===== src/rtl/draw_rect_pkg.sv =====
// Shared screen geometry, counter widths and colour constants for the draw_rect pipeline.
package draw_rect_pkg;

  localparam int H_ACTIVE = 1024;
  localparam int V_ACTIVE = 768;
  localparam int HC_W     = 11;
  localparam int VC_W     = 10;
  localparam int RGB_W    = 12;

  localparam logic [RGB_W-1:0] BLACK = 12'h000;
  localparam logic [RGB_W-1:0] WHITE = 12'hFFF;

  typedef struct packed {
    logic [HC_W-1:0] hcount;
    logic [VC_W-1:0] vcount;
    logic            hsync;
    logic            vsync;
    logic            hblnk;
    logic            vblnk;
  } timing_t;

  localparam int TIMING_W = $bits(timing_t);

endpackage


===== src/rtl/draw_rect_signal_delay.sv =====
// Generic CLK_DEL-deep register delay line with synchronous active-high clear.
module signal_delay #(
  parameter int WIDTH   = 8,
  parameter int CLK_DEL = 1
) (
  input  logic             clk,
  input  logic             rst,
  input  logic [WIDTH-1:0] din,
  output logic [WIDTH-1:0] dout
);

  logic [WIDTH-1:0] pipe_q [CLK_DEL];

  always_ff @(posedge clk) begin
    if (rst) begin
      for (int i = 0; i < CLK_DEL; i++) pipe_q[i] <= '0;
    end else begin
      pipe_q[0] <= din;
      for (int i = 1; i < CLK_DEL; i++) pipe_q[i] <= pipe_q[i-1];
    end
  end

  assign dout = pipe_q[CLK_DEL-1];

endmodule


===== src/rtl/draw_rect.sv =====
// Overlays a filled rectangle on the pixel stream with a 2-cycle latency; position is
// double-buffered and swapped at frame start. DRAW_RECT_BORDER_EN adds a white 1-pixel outline.
module draw_rect
  import draw_rect_pkg::*;
#(
  parameter int          RECT_W     = 64,
  parameter int          RECT_H     = 48,
  parameter logic [11:0] RECT_COLOR = 12'hF00
) (
  input  logic            clk,
  input  logic            rst,
  input  logic [HC_W-1:0] hcount_in,
  input  logic [VC_W-1:0] vcount_in,
  input  logic            hsync_in,
  input  logic            vsync_in,
  input  logic            hblnk_in,
  input  logic            vblnk_in,
  input  logic [11:0]     rgb_in,
  input  logic [HC_W-1:0] xpos,
  input  logic [VC_W-1:0] ypos,
  input  logic            pos_valid,
  output logic [HC_W-1:0] hcount_out,
  output logic [VC_W-1:0] vcount_out,
  output logic            hsync_out,
  output logic            vsync_out,
  output logic            hblnk_out,
  output logic            vblnk_out,
  output logic [11:0]     rgb_out
);

  localparam logic [HC_W:0] RECT_W_X = (HC_W+1)'(RECT_W);
  localparam logic [VC_W:0] RECT_H_X = (VC_W+1)'(RECT_H);

  logic [HC_W-1:0] act_x_q, act_x_d, pend_x_q, pend_x_d;
  logic [VC_W-1:0] act_y_q, act_y_d, pend_y_q, pend_y_d;
  logic            pend_flag_q, pend_flag_d;
  logic            vblnk_prev_q;
  logic            frame_start;

  always_comb begin
    frame_start = vblnk_in & ~vblnk_prev_q;
    act_x_d     = act_x_q;
    act_y_d     = act_y_q;
    pend_x_d    = pend_x_q;
    pend_y_d    = pend_y_q;
    pend_flag_d = pend_flag_q;
    if (pos_valid) begin
      pend_x_d    = xpos;
      pend_y_d    = ypos;
      pend_flag_d = 1'b1;
    end
    // A strobe coinciding with frame start bypasses the pending buffer.
    if (frame_start) begin
      if (pos_valid) begin
        act_x_d     = xpos;
        act_y_d     = ypos;
        pend_flag_d = 1'b0;
      end else if (pend_flag_q) begin
        act_x_d     = pend_x_q;
        act_y_d     = pend_y_q;
        pend_flag_d = 1'b0;
      end
    end
  end

  always_ff @(posedge clk) begin
    if (rst) begin
      act_x_q      <= '0;
      act_y_q      <= '0;
      pend_x_q     <= '0;
      pend_y_q     <= '0;
      pend_flag_q  <= 1'b0;
      vblnk_prev_q <= 1'b0;
    end else begin
      act_x_q      <= act_x_d;
      act_y_q      <= act_y_d;
      pend_x_q     <= pend_x_d;
      pend_y_q     <= pend_y_d;
      pend_flag_q  <= pend_flag_d;
      vblnk_prev_q <= vblnk_in;
    end
  end

  // One extra bit on the end coordinates so an edge-hugging rectangle clips instead of wrapping.
  logic [HC_W:0] x_end;
  logic [VC_W:0] y_end;
  logic          inside_d;

  assign x_end    = {1'b0, act_x_q} + RECT_W_X;
  assign y_end    = {1'b0, act_y_q} + RECT_H_X;
  assign inside_d = (hcount_in >= act_x_q) && ({1'b0, hcount_in} < x_end) &&
                    (vcount_in >= act_y_q) && ({1'b0, vcount_in} < y_end);

`ifdef DRAW_RECT_BORDER_EN
  logic border_d, border_p1_q;
  assign border_d = (hcount_in == act_x_q) || ({1'b0, hcount_in} == x_end - 1'b1) ||
                    (vcount_in == act_y_q) || ({1'b0, vcount_in} == y_end - 1'b1);
`endif

  // Stage 1: timing bundle, background colour and inside flag
  timing_t    tim_in, tim_p1, tim_p2;
  logic [11:0] rgb_p1_q;
  logic        inside_p1_q;

  assign tim_in = '{hcount: hcount_in, vcount: vcount_in, hsync: hsync_in,
                    vsync: vsync_in, hblnk: hblnk_in, vblnk: vblnk_in};

  signal_delay #(.WIDTH(TIMING_W), .CLK_DEL(1)) u_delay_p1 (
    .clk  (clk),
    .rst  (rst),
    .din  (tim_in),
    .dout (tim_p1)
  );

  always_ff @(posedge clk) begin
    if (rst) begin
      rgb_p1_q    <= '0;
      inside_p1_q <= 1'b0;
`ifdef DRAW_RECT_BORDER_EN
      border_p1_q <= 1'b0;
`endif
    end else begin
      rgb_p1_q    <= rgb_in;
      inside_p1_q <= inside_d;
`ifdef DRAW_RECT_BORDER_EN
      border_p1_q <= border_d;
`endif
    end
  end

  // Stage 2: colour selection registered alongside the delayed timing bundle
  logic [11:0] rgb_d, rgb_q;

  always_comb begin
    rgb_d = rgb_p1_q;
    if (inside_p1_q) begin
`ifdef DRAW_RECT_BORDER_EN
      rgb_d = border_p1_q ? WHITE : RECT_COLOR;
`else
      rgb_d = RECT_COLOR;
`endif
    end
    if (tim_p1.hblnk || tim_p1.vblnk) rgb_d = BLACK;
  end

  signal_delay #(.WIDTH(TIMING_W), .CLK_DEL(1)) u_delay_p2 (
    .clk  (clk),
    .rst  (rst),
    .din  (tim_p1),
    .dout (tim_p2)
  );

  always_ff @(posedge clk) begin
    if (rst) rgb_q <= '0;
    else     rgb_q <= rgb_d;
  end

  assign hcount_out = tim_p2.hcount;
  assign vcount_out = tim_p2.vcount;
  assign hsync_out  = tim_p2.hsync;
  assign vsync_out  = tim_p2.vsync;
  assign hblnk_out  = tim_p2.hblnk;
  assign vblnk_out  = tim_p2.vblnk;
  assign rgb_out    = rgb_q;

endmodule


===== config.mk =====
export PLATFORM = sky130hd
export DESIGN_NAME = draw_rect
export DESIGN_NICKNAME = d
export VERILOG_FILES = /design/src/rtl/draw_rect_pkg.sv /design/src/rtl/draw_rect_signal_delay.sv /design/src/rtl/draw_rect.sv
export SDC_FILE = /design/constraint.sdc
export NUM_CORES = 1
export LEC_CHECK = 0
export ABC_CLOCK_PERIOD_IN_PS = 4000
export CAP_MARGIN = 20
export CORE_ASPECT_RATIO = 1.2
export CORE_MARGIN = 3
export CORE_UTILIZATION = 50
export CTS_BUF_LIST = sky130_fd_sc_hd__clkbuf_4 sky130_fd_sc_hd__clkbuf_8
export CTS_CLUSTER_SIZE = 16
export DETAILED_ROUTE_END_ITERATION = 10
export PLACE_DENSITY = 0.88
export REMOVE_ABC_BUFFERS = 1
export SLEW_MARGIN = 20
export SYNTH_ARGS = -nofsm -noshare
export SYNTH_HDL_FRONTEND = slang
export SYNTH_SLANG_ARGS = --single-unit

===== constraint.sdc =====
create_clock -name clk -period 4 [get_ports clk]
set_clock_uncertainty 0.15 [all_clocks]
set_input_delay 1.2 -clock clk [delete_from_list [all_inputs] [get_ports clk]]
set_output_delay 1.2 -clock clk [all_outputs]
set_load 0.02 [all_outputs]

======== Word-level counts from Yosys, hierarchy flattened ========
Memories as Yosys holds them, arrays and structs flattened.
Cells that the tools add are included.
cells by class
  add/subtract/negate cells ............... 2
  order comparisons ....................... 4
  mux-type cells .......................... 16
  bitwise gates (word level) .............. 2
  reduce and logical (&&, ||, !) cells .... 10
operator list
  operator                                                          number
  25-bit 2-to-1 mux                                                 2
  25-bit OR reduction                                               2
  11-bit 2-to-1 mux                                                 2
  10-bit 2-to-1 mux                                                 2
  11-bit by 7-bit adder with 12-bit output (second input constant)  1
  11-bit by 12-bit < comparator with 1-bit output                   1
  12-bit 2-to-1 mux                                                 1
  10-bit by 6-bit adder with 11-bit output (second input constant)  1
  11-bit >= comparator                                              1
  10-bit by 11-bit < comparator with 1-bit output                   1
  10-bit >= comparator                                              1
  1-bit 2-to-1 mux                                                  9
  1-bit logical AND                                                 3
  3-bit OR reduction                                                1
  2-bit AND reduction                                               1
  2-bit nonzero test                                                1
  2-bit OR reduction                                                1
  1-bit AND                                                         1
  1-bit logical OR                                                  1
  1-bit NOT                                                         1
word-level totals
  flip-flop bits (word level) ............. 69
  bits in writable memories ............... 50
  input bits .............................. 61
  output and inout port bits .............. 37
  memories ................................ 2
memories
  name               depth  bits a word  rd ports  clocked after memory_dff  wr ports  line                          source
  u_delay_p1.pipe_q  1      25           1         0                         1         draw_rect_signal_delay.sv:12  logic [WIDTH-1:0] pipe_q [CLK_DEL];
  u_delay_p2.pipe_q  1      25           1         0                         1         draw_rect_signal_delay.sv:12

======== Longest topological paths before layout ========
Gate-level depths: netlist (run 1).
  depth in word-level cells ............... 5
  depth in mapped cells ................... 10
  mapped depth without buffers ............ 10

======== Modules after synthesis ========
A second synthesis (run 1) with hierarchy kept.
second synthesis, totals
  cell total of the unflattened synthesis .. 429
  area total of the unflattened synthesis .. 4513.1 sq um
by module, submodules not included
  module        instances  cells an instance  area an instance (sq um)  sequential area each (sq um)
  draw_rect     1          325                3166.8                    1381.3
  signal_delay  2          52                 673.1                     500.5

======== Worst setup path before layout (run 1) ========
No wires, ideal clock.
  kind .................................... input to register
  start ................................... input vcount_in[3]
  end ..................................... register inside_p1_q
  setup time .............................. 0.133 ns
  arrival time ............................ 2.444 ns
  required time ........................... 3.717 ns
  slack ................................... 1.273 ns
  cell stages on the path ................. 7
  path buffers ............................ 0
  path through ............................ ha_1 > a211o_1 > a21oi_1 > o21ai_1 > a221oi_2 > nor4_2 > nor4b_4
on the way
  cells in the longest elaborated chain, start to end .. 3
  elaborated cells between the ends (all ways) .. 4
  classes of those cells .................. order compare: 2; reduce/logical: 2
RTL lines
  item                    line              source
  start: declaration      draw_rect.sv:13   input logic [VC_W-1:0] vcount_in,
  10-bit >= comparator    draw_rect.sv:92   (vcount_in >= act_y_q) && ({1'b0, vcount_in} < y_end);
  1-bit logical AND       draw_rect.sv:91   assign inside_d = (hcount_in >= act_x_q) && ({1'b0, hcount_in} < x_end) &&
  1-bit logical AND *     draw_rect.sv:92
  end signal: assignment  draw_rect.sv:124  inside_p1_q <= inside_d;
  end: declaration        draw_rect.sv:103  logic inside_p1_q;
Every way passes the cells marked *; elsewhere a longest branch is shown, timed or not.
A chain may end at the register's enable or synchronous reset.

======== Worst setup path after layout (run 1) ========
Same ends and word-level chain as after synthesis.

==> results.tsv, run 1 <==
metric	value	unit
vias_per_cell	4.84	
yosysSeqAreaShare	0.534	
antenna_left	0	
drtPass1Iterations	4	
dr_total_vias	3154	
critPathCapture	inside_p1_q	
p_per_area	449	nW/um^2
start_util	0.528	
routed_wl	8.74	mm
max_slew_margin	0.359	
core-area	8380	um^2
post-place-ws	0.712	ns
instances_no_fill	651	
reg2reg_depth	10	
cts_tree	done	
yosys.cell_types.count	33	
cp-end-kind	flop	
final_max_slew_viol_count	0	
grt-ovfl-total	0	
p_leak	2.37	nW
power	2.64	mW
diodes	0	
synthToLayoutAreaGrowth	32.7	%
criticalPathCategory	in2reg	
ys_seq_elements	118	
seq_area	2360	um^2
first_iter_violations	86	
fill_cells	627	
gp_congestion	0.887	
syn-cell-area	4420	um^2
grt_pass1_wl	14.6	mm
port_buffers	97	
cts_sinks	118	
clk_pin_slew_worst_paths	0.07	ns
syn_area_per_cell	10.4	um^2
yosys_warnings	0	
finalSetupViolCount	0	
fin_crit_sh	0.712	
finalSetupTns	0	ns
hold_violations	0	
drc	0	
ios	98	
place_inst	619	
hold_path_class	reg2reg	
setup_ws	1.15	ns
clk_latency	0.41	ns
arrival	2.99	ns
wire_per_inst	13.4	um
die_x	91.9	um
startpoint	vcount_in[3]	
grt_max_degree	69	
cts-buffers-inserted	17	
grt_use_total	0.184	
rsz0062_at_grt	no	
die_area	10000	um^2
multi_input_area	1900	um^2
antenna_found_initial	0	
h-tree-depth	4	
startpoint_type	input pin	
synth_cells	424	
peakVddDrop	0.214	mV
worstReg2RegEnd	inside_p1_q	
grt_pass1_vias	3225	
worstPathMaxFanout	3	
r2r-start	act_y_q[4]	
place.detailed.hpwl	6.45	mm
worst-r2r-setup-slack	1.69	ns
layout.nets	619	
period_needed	2.85	ns
timing.fmax	0.351	GHz
ctsRootBufferMaster	clkbuf_8	
fin_util	0.701	
drv_cap	0	
drive_gt1_frac	0.0801	
core.rowCount	36	
post-cts-setup-buffers	0	
status	completed	
cts_resized	0	
tightest_slew	0.953	ns
cts_buffer_depth	2	
die_height	109	um
hold_buffers	0	
cp.required	4.14	ns
-- critical path: stages --
cell and delay [ns]:
clkdlybuf4s50_1 0.43, ha_1 0.33, a211o_1 0.29, a21oi_1 0.11, o21ai_1 0.10, a221oi_2 0.30
nor4_2 0.08, nor4b_4 0.16
-- sequential cells by signal, indices dropped and copies added (netlist names) --
register           flops
act_x_q               11
inside_p1_q            1
u_delay_p1.pipe_q     25
rgb_p1_q              12
pend_x_q              11
act_y_q               10
pend_flag_q            1
u_delay_p2.pipe_q     25
pend_y_q              10
rgb_out               12
-- synthesized netlist by cell type --
cell / count / area share
clkbuf_1: 12 / 0.010
o21ai_1: 1 / 0.0011
a221oi_1: 1 / 0.0020
a21oi_1: 7 / 0.0079
o22ai_1: 1 / 0.0014
a221oi_2: 1 / 0.0034
nand2b_1: 2 / 0.0028
a211oi_1: 24 / 0.041
and4_1: 1 / 0.0020
buf_2: 7 / 0.0079
ha_1: 34 / 0.096
buf_1: 1 / 0.00085
inv_2: 1 / 0.00085
mux2i_1: 21 / 0.048
inv_1: 21 / 0.018
nor4_1: 1 / 0.0014
a211o_1: 1 / 0.0020
nand3_1: 8 / 0.0091
nand4_1: 2 / 0.0028
nor4_2: 2 / 0.0057
nor2b_1: 64 / 0.090
and2_1: 8 / 0.011
o21a_1: 8 / 0.014
nand2_1: 2 / 0.0017
xnor2_1: 6 / 0.012
nor2_1: 51 / 0.043
xor2_1: 1 / 0.0020
nor4b_4: 1 / 0.0054
o21ai_0: 4 / 0.0045
o2111ai_1: 1 / 0.0020
dfxtp_1: 118 / 0.53
a21o_1: 7 / 0.012
nor3_1: 4 / 0.0045
-- area by class of cell --
cell class | count | share of cell area
sequential | 118 | 0.402
multi-input combinational | 264 | 0.323
timing repair buffer | 101 | 0.170
clock buffer | 18 | 0.0422
tap | 114 | 0.0243
clock inverter | 14 | 0.0241
inverter | 22 | 0.0141
-- worst min-delay path by stage --
| stage | start | to | cells after the start |
|---|---|---|---|
| floorplan | rgb_p1_q[10] | rgb_out[10] | 1 |
| global placement | rgb_p1_q[6] | rgb_out[6] | 1 |
| detailed placement | rgb_p1_q[7] | rgb_out[7] | 1 |
| CTS | u_delay_p1.pipe_q[0][23] | u_delay_p2.pipe_q[0][23] | 1 |
| global route | rgb_p1_q[9] | rgb_out[9] | 1 |
| finish | rgb_p1_q[7] | rgb_out[7] | 1 |
-- metal layers --
layer	part of all wire	routed length, um	GRT usage	up-vias
met5	0	0	0	-
met1	0.42	3640	0.200	1426
met3	0.040	347	0.0469	19
li1	-	-	-	1626
met4	0.023	202	0.0924	0
met2	0.52	4540	0.331	83
-- metrics by stage --
stage | hold slack [ns] | cell area, um^2
6_report | 0.279 | 5870
3_3_place_gp | 0.258 | 5480
3_5_place_dp | 0.264 | 5480
5_1_grt | 0.294 | 5870
2_1_floorplan | 0.255 | 4340
4_1_cts | 0.281 | 5870
-- kinds of logic (layout without fill, tap and decap cells) --
family                   Yosys count  count (layout)  share of synthesized area
XOR/XNOR                           7               7                     0.0139
AND/OR/NAND/NOR                  146             146                      0.180
adder cells (fa/ha/maj)           34              34                     0.0962
AO/OA/AOI/OAI                     56              56                     0.0905
flip-flops                       118             118                      0.534
buffers and inverters             42             155                     0.0376
multiplexers                      21              21                     0.0475
-- report_power, final --
part	internal [mW]	switching [mW]	total (mW)
combinational	0.176	0.164	0.340
clock	0.527	0.508	1.04
sequential	1.24	0.0258	1.26
total	1.94	0.698	2.64
-- cells in the final DEF, fill, tap and decap left out, drive strengths merged --
| cell | instances |
|---|---|
| and4 | 1 |
| a211o | 1 |
| mux2i | 21 |
| o21ai | 5 |
| clkinv | 2 |
| clkdlybuf4s50 | 96 |
| a21o | 7 |
| nand2 | 2 |
| bufinv | 1 |
| o22ai | 1 |
| nor2 | 51 |
| dfxtp | 118 |
| buf | 5 |
| clkinvlp | 3 |
| a221oi | 2 |
| nand2b | 2 |
| a211oi | 24 |
| and2 | 8 |
| nor3 | 4 |
| o2111ai | 1 |
| inv | 30 |
| a21oi | 7 |
| xor2 | 1 |
| o21a | 8 |
| xnor2 | 6 |
| clkbuf | 18 |
| nor2b | 64 |
| nand4 | 2 |
| ha | 34 |
| nor4b | 1 |
| nor4 | 3 |
| nand3 | 8 |
No activity file was read; power rests on OpenSTA's default activity.
==> inputs of run 2 (changes only) <==
Settings changed: ABC_CLOCK_PERIOD_IN_PS 4000 to 2400, CORE_UTILIZATION 50 to 47, PLACE_DENSITY 0.88 to 0.87.
Clock period 4 ns to 2.4 ns, I/O delays scaled along.
==> results.tsv, run 2 (synthesis results as in run 1) <==
metric	value	unit	change
cp-end-kind	flop		
arrival	2.49	ns	-0.50 ns
rsz0062_at_grt	no		
fin_hold_ws	0.277	ns	-0.00169 ns
diodes	0		unchanged
tightest_slew	0.477	ns	-0.476 ns
die_height	112	um	+3.0%
min-delay-start	rgb_p1_q[9]		
routed_wl	8.99	mm	+2.9%
drc	0		unchanged
dr_total_vias	3203		+1.6%
drive_gt1_frac	0.105		+0.0252
layout.nets	633		+2.3%
drv_cap	0		unchanged
cp.required	2.55	ns	-1.59 ns
timing.fmax	0.427	GHz	
antenna_found_initial	0		unchanged
hold_path_class	reg2reg		
biggestRegsByFlops	u_delay_p1.pipe_q (25), u_delay_p2.pipe_q (25)		
cts-buffers-inserted	17		unchanged
place.detailed.hpwl	6.73	mm	+4.4%
criticalPathCategory	in2reg		
seq_area	2360	um^2	unchanged
hold_violations	0		unchanged
cts_tree	done		
r2r-start	act_x_q[6]		
h-tree-depth	4		unchanged
finalSetupTns	0	ns	unchanged
p_per_area	756	nW/um^2	+68%
clk_latency	0.43	ns	+0.02 ns
ctsRootBufferMaster	clkbuf_8		
peakVddDrop	0.599	mV	+180%
wire_per_inst	13.4	um	-0.20%
antenna_left	0		unchanged
grt_use_total	0.184		about the same
fin_crit_sh	0.976		
final_common_cell	dfxtp_1		
drtPass1Iterations	4		unchanged
start_util	0.485		-0.0434
core.rowCount	38		+5.6%
grt-ovfl-total	0		unchanged
cts_sinks	118		unchanged
fill_cells	713		+14%
multi_input_area	1900	um^2	+0.33%
startpoint_type	input pin		
die_area	10600	um^2	+6.0%
ios	98		unchanged
vias_per_cell	4.77		-1.5%
worstPathMaxFanout	2		-1
clk_pin_slew_worst_paths	0.07	ns	about the same
die_x	94.6	um	+2.9%
gp_congestion	0.877		-1.1%
final_max_slew_viol_count	0		unchanged
status	completed		
post-cts-setup-buffers	0		unchanged
core-area	9130	um^2	+9.0%
finalSetupViolCount	0		unchanged
max_slew_margin	0.682		+0.323
port_buffers	97		unchanged
grt_pass1_wl	15.0	mm	+2.8%
cts_buffer_depth	2		unchanged
p_leak	2.47	nW	+3.9%
first_iter_violations	103		+20%
startpoint	hcount_in[7]		
grt_pass1_vias	3273		+1.5%
grt_max_degree	51		-26%
period_needed	2.34	ns	
mostFrequentLayoutCells	dfxtp_1 (118), clkdlybuf4s50_1 (96), nor2b_1 (63)		
synthToLayoutAreaGrowth	36.8	%	
[run 2: where the power goes]
part           total, mW  leakage [nW]  internal, mW  switching (mW)
logic              0.608          1.29         0.321           0.287
clock network       1.86         0.206          1.06           0.799
registers           2.11         0.974          2.06          0.0417
[run 2: path summary, 6_finish.rpt]
check / end / slack, ns / cells after the start
worst max-delay path: inside_p1_q / 0.06 / 8
worst min-delay path: rgb_out[9] / 0.28 / 1
worst max register to register: inside_p1_q / 0.11 / 9
worst min register to register: rgb_out[9] / 0.28 / 1
[run 2: area by class of cell]
| cell class | instances | area share |
|---|---|---|
| clock buffers | 18 | 0.0409 |
| clock inverters | 14 | 0.0289 |
| inverters | 22 | 0.0136 |
| multi-input cells | 264 | 0.315 |
| flip-flops and latches | 118 | 0.390 |
| well taps | 120 | 0.0248 |
| repair buffers | 115 | 0.187 |
[run 2: critical path, cell delays in order]
cell and delay [ns]:
clkdlybuf4s50_1 0.44, ha_1 0.34, nor2b_1 0.26, nand3_1 0.17, o21a_1 0.20, nor3_1 0.17, buf_4 0.16, nor4b_4 0.04
[run 2: per-stage QoR]
stage          area [um^2]  setup WS [ns]  total power [mW]  instances   util
2_1_floorplan         4340         -0.411              2.45        404      -
3_3_place_gp          5620         -0.361              2.71        639  0.616
3_5_place_dp          5620         -0.377              2.75        639  0.616
4_1_cts               6040         0.0523              4.62        671  0.662
5_1_grt               6050        0.00133              4.79        671  0.663
6_report              6050         0.0570              4.57        671  0.663
[run 2: metal layers]
metal,wire [um],track usage,share of wire,vias up
met5,0,0,0,-
met4,255,0.0962,0.028,0
met3,397,0.0590,0.044,23
met2,4740,0.319,0.53,70
met1,3600,0.197,0.40,1458
li1,-,-,-,1652
[run 2: timing repair]
item / CTS / global route
hold buffers: 0 / 0
gates resized for setup: 0 / 1
endpoints found under the setup margin: 0 / 1
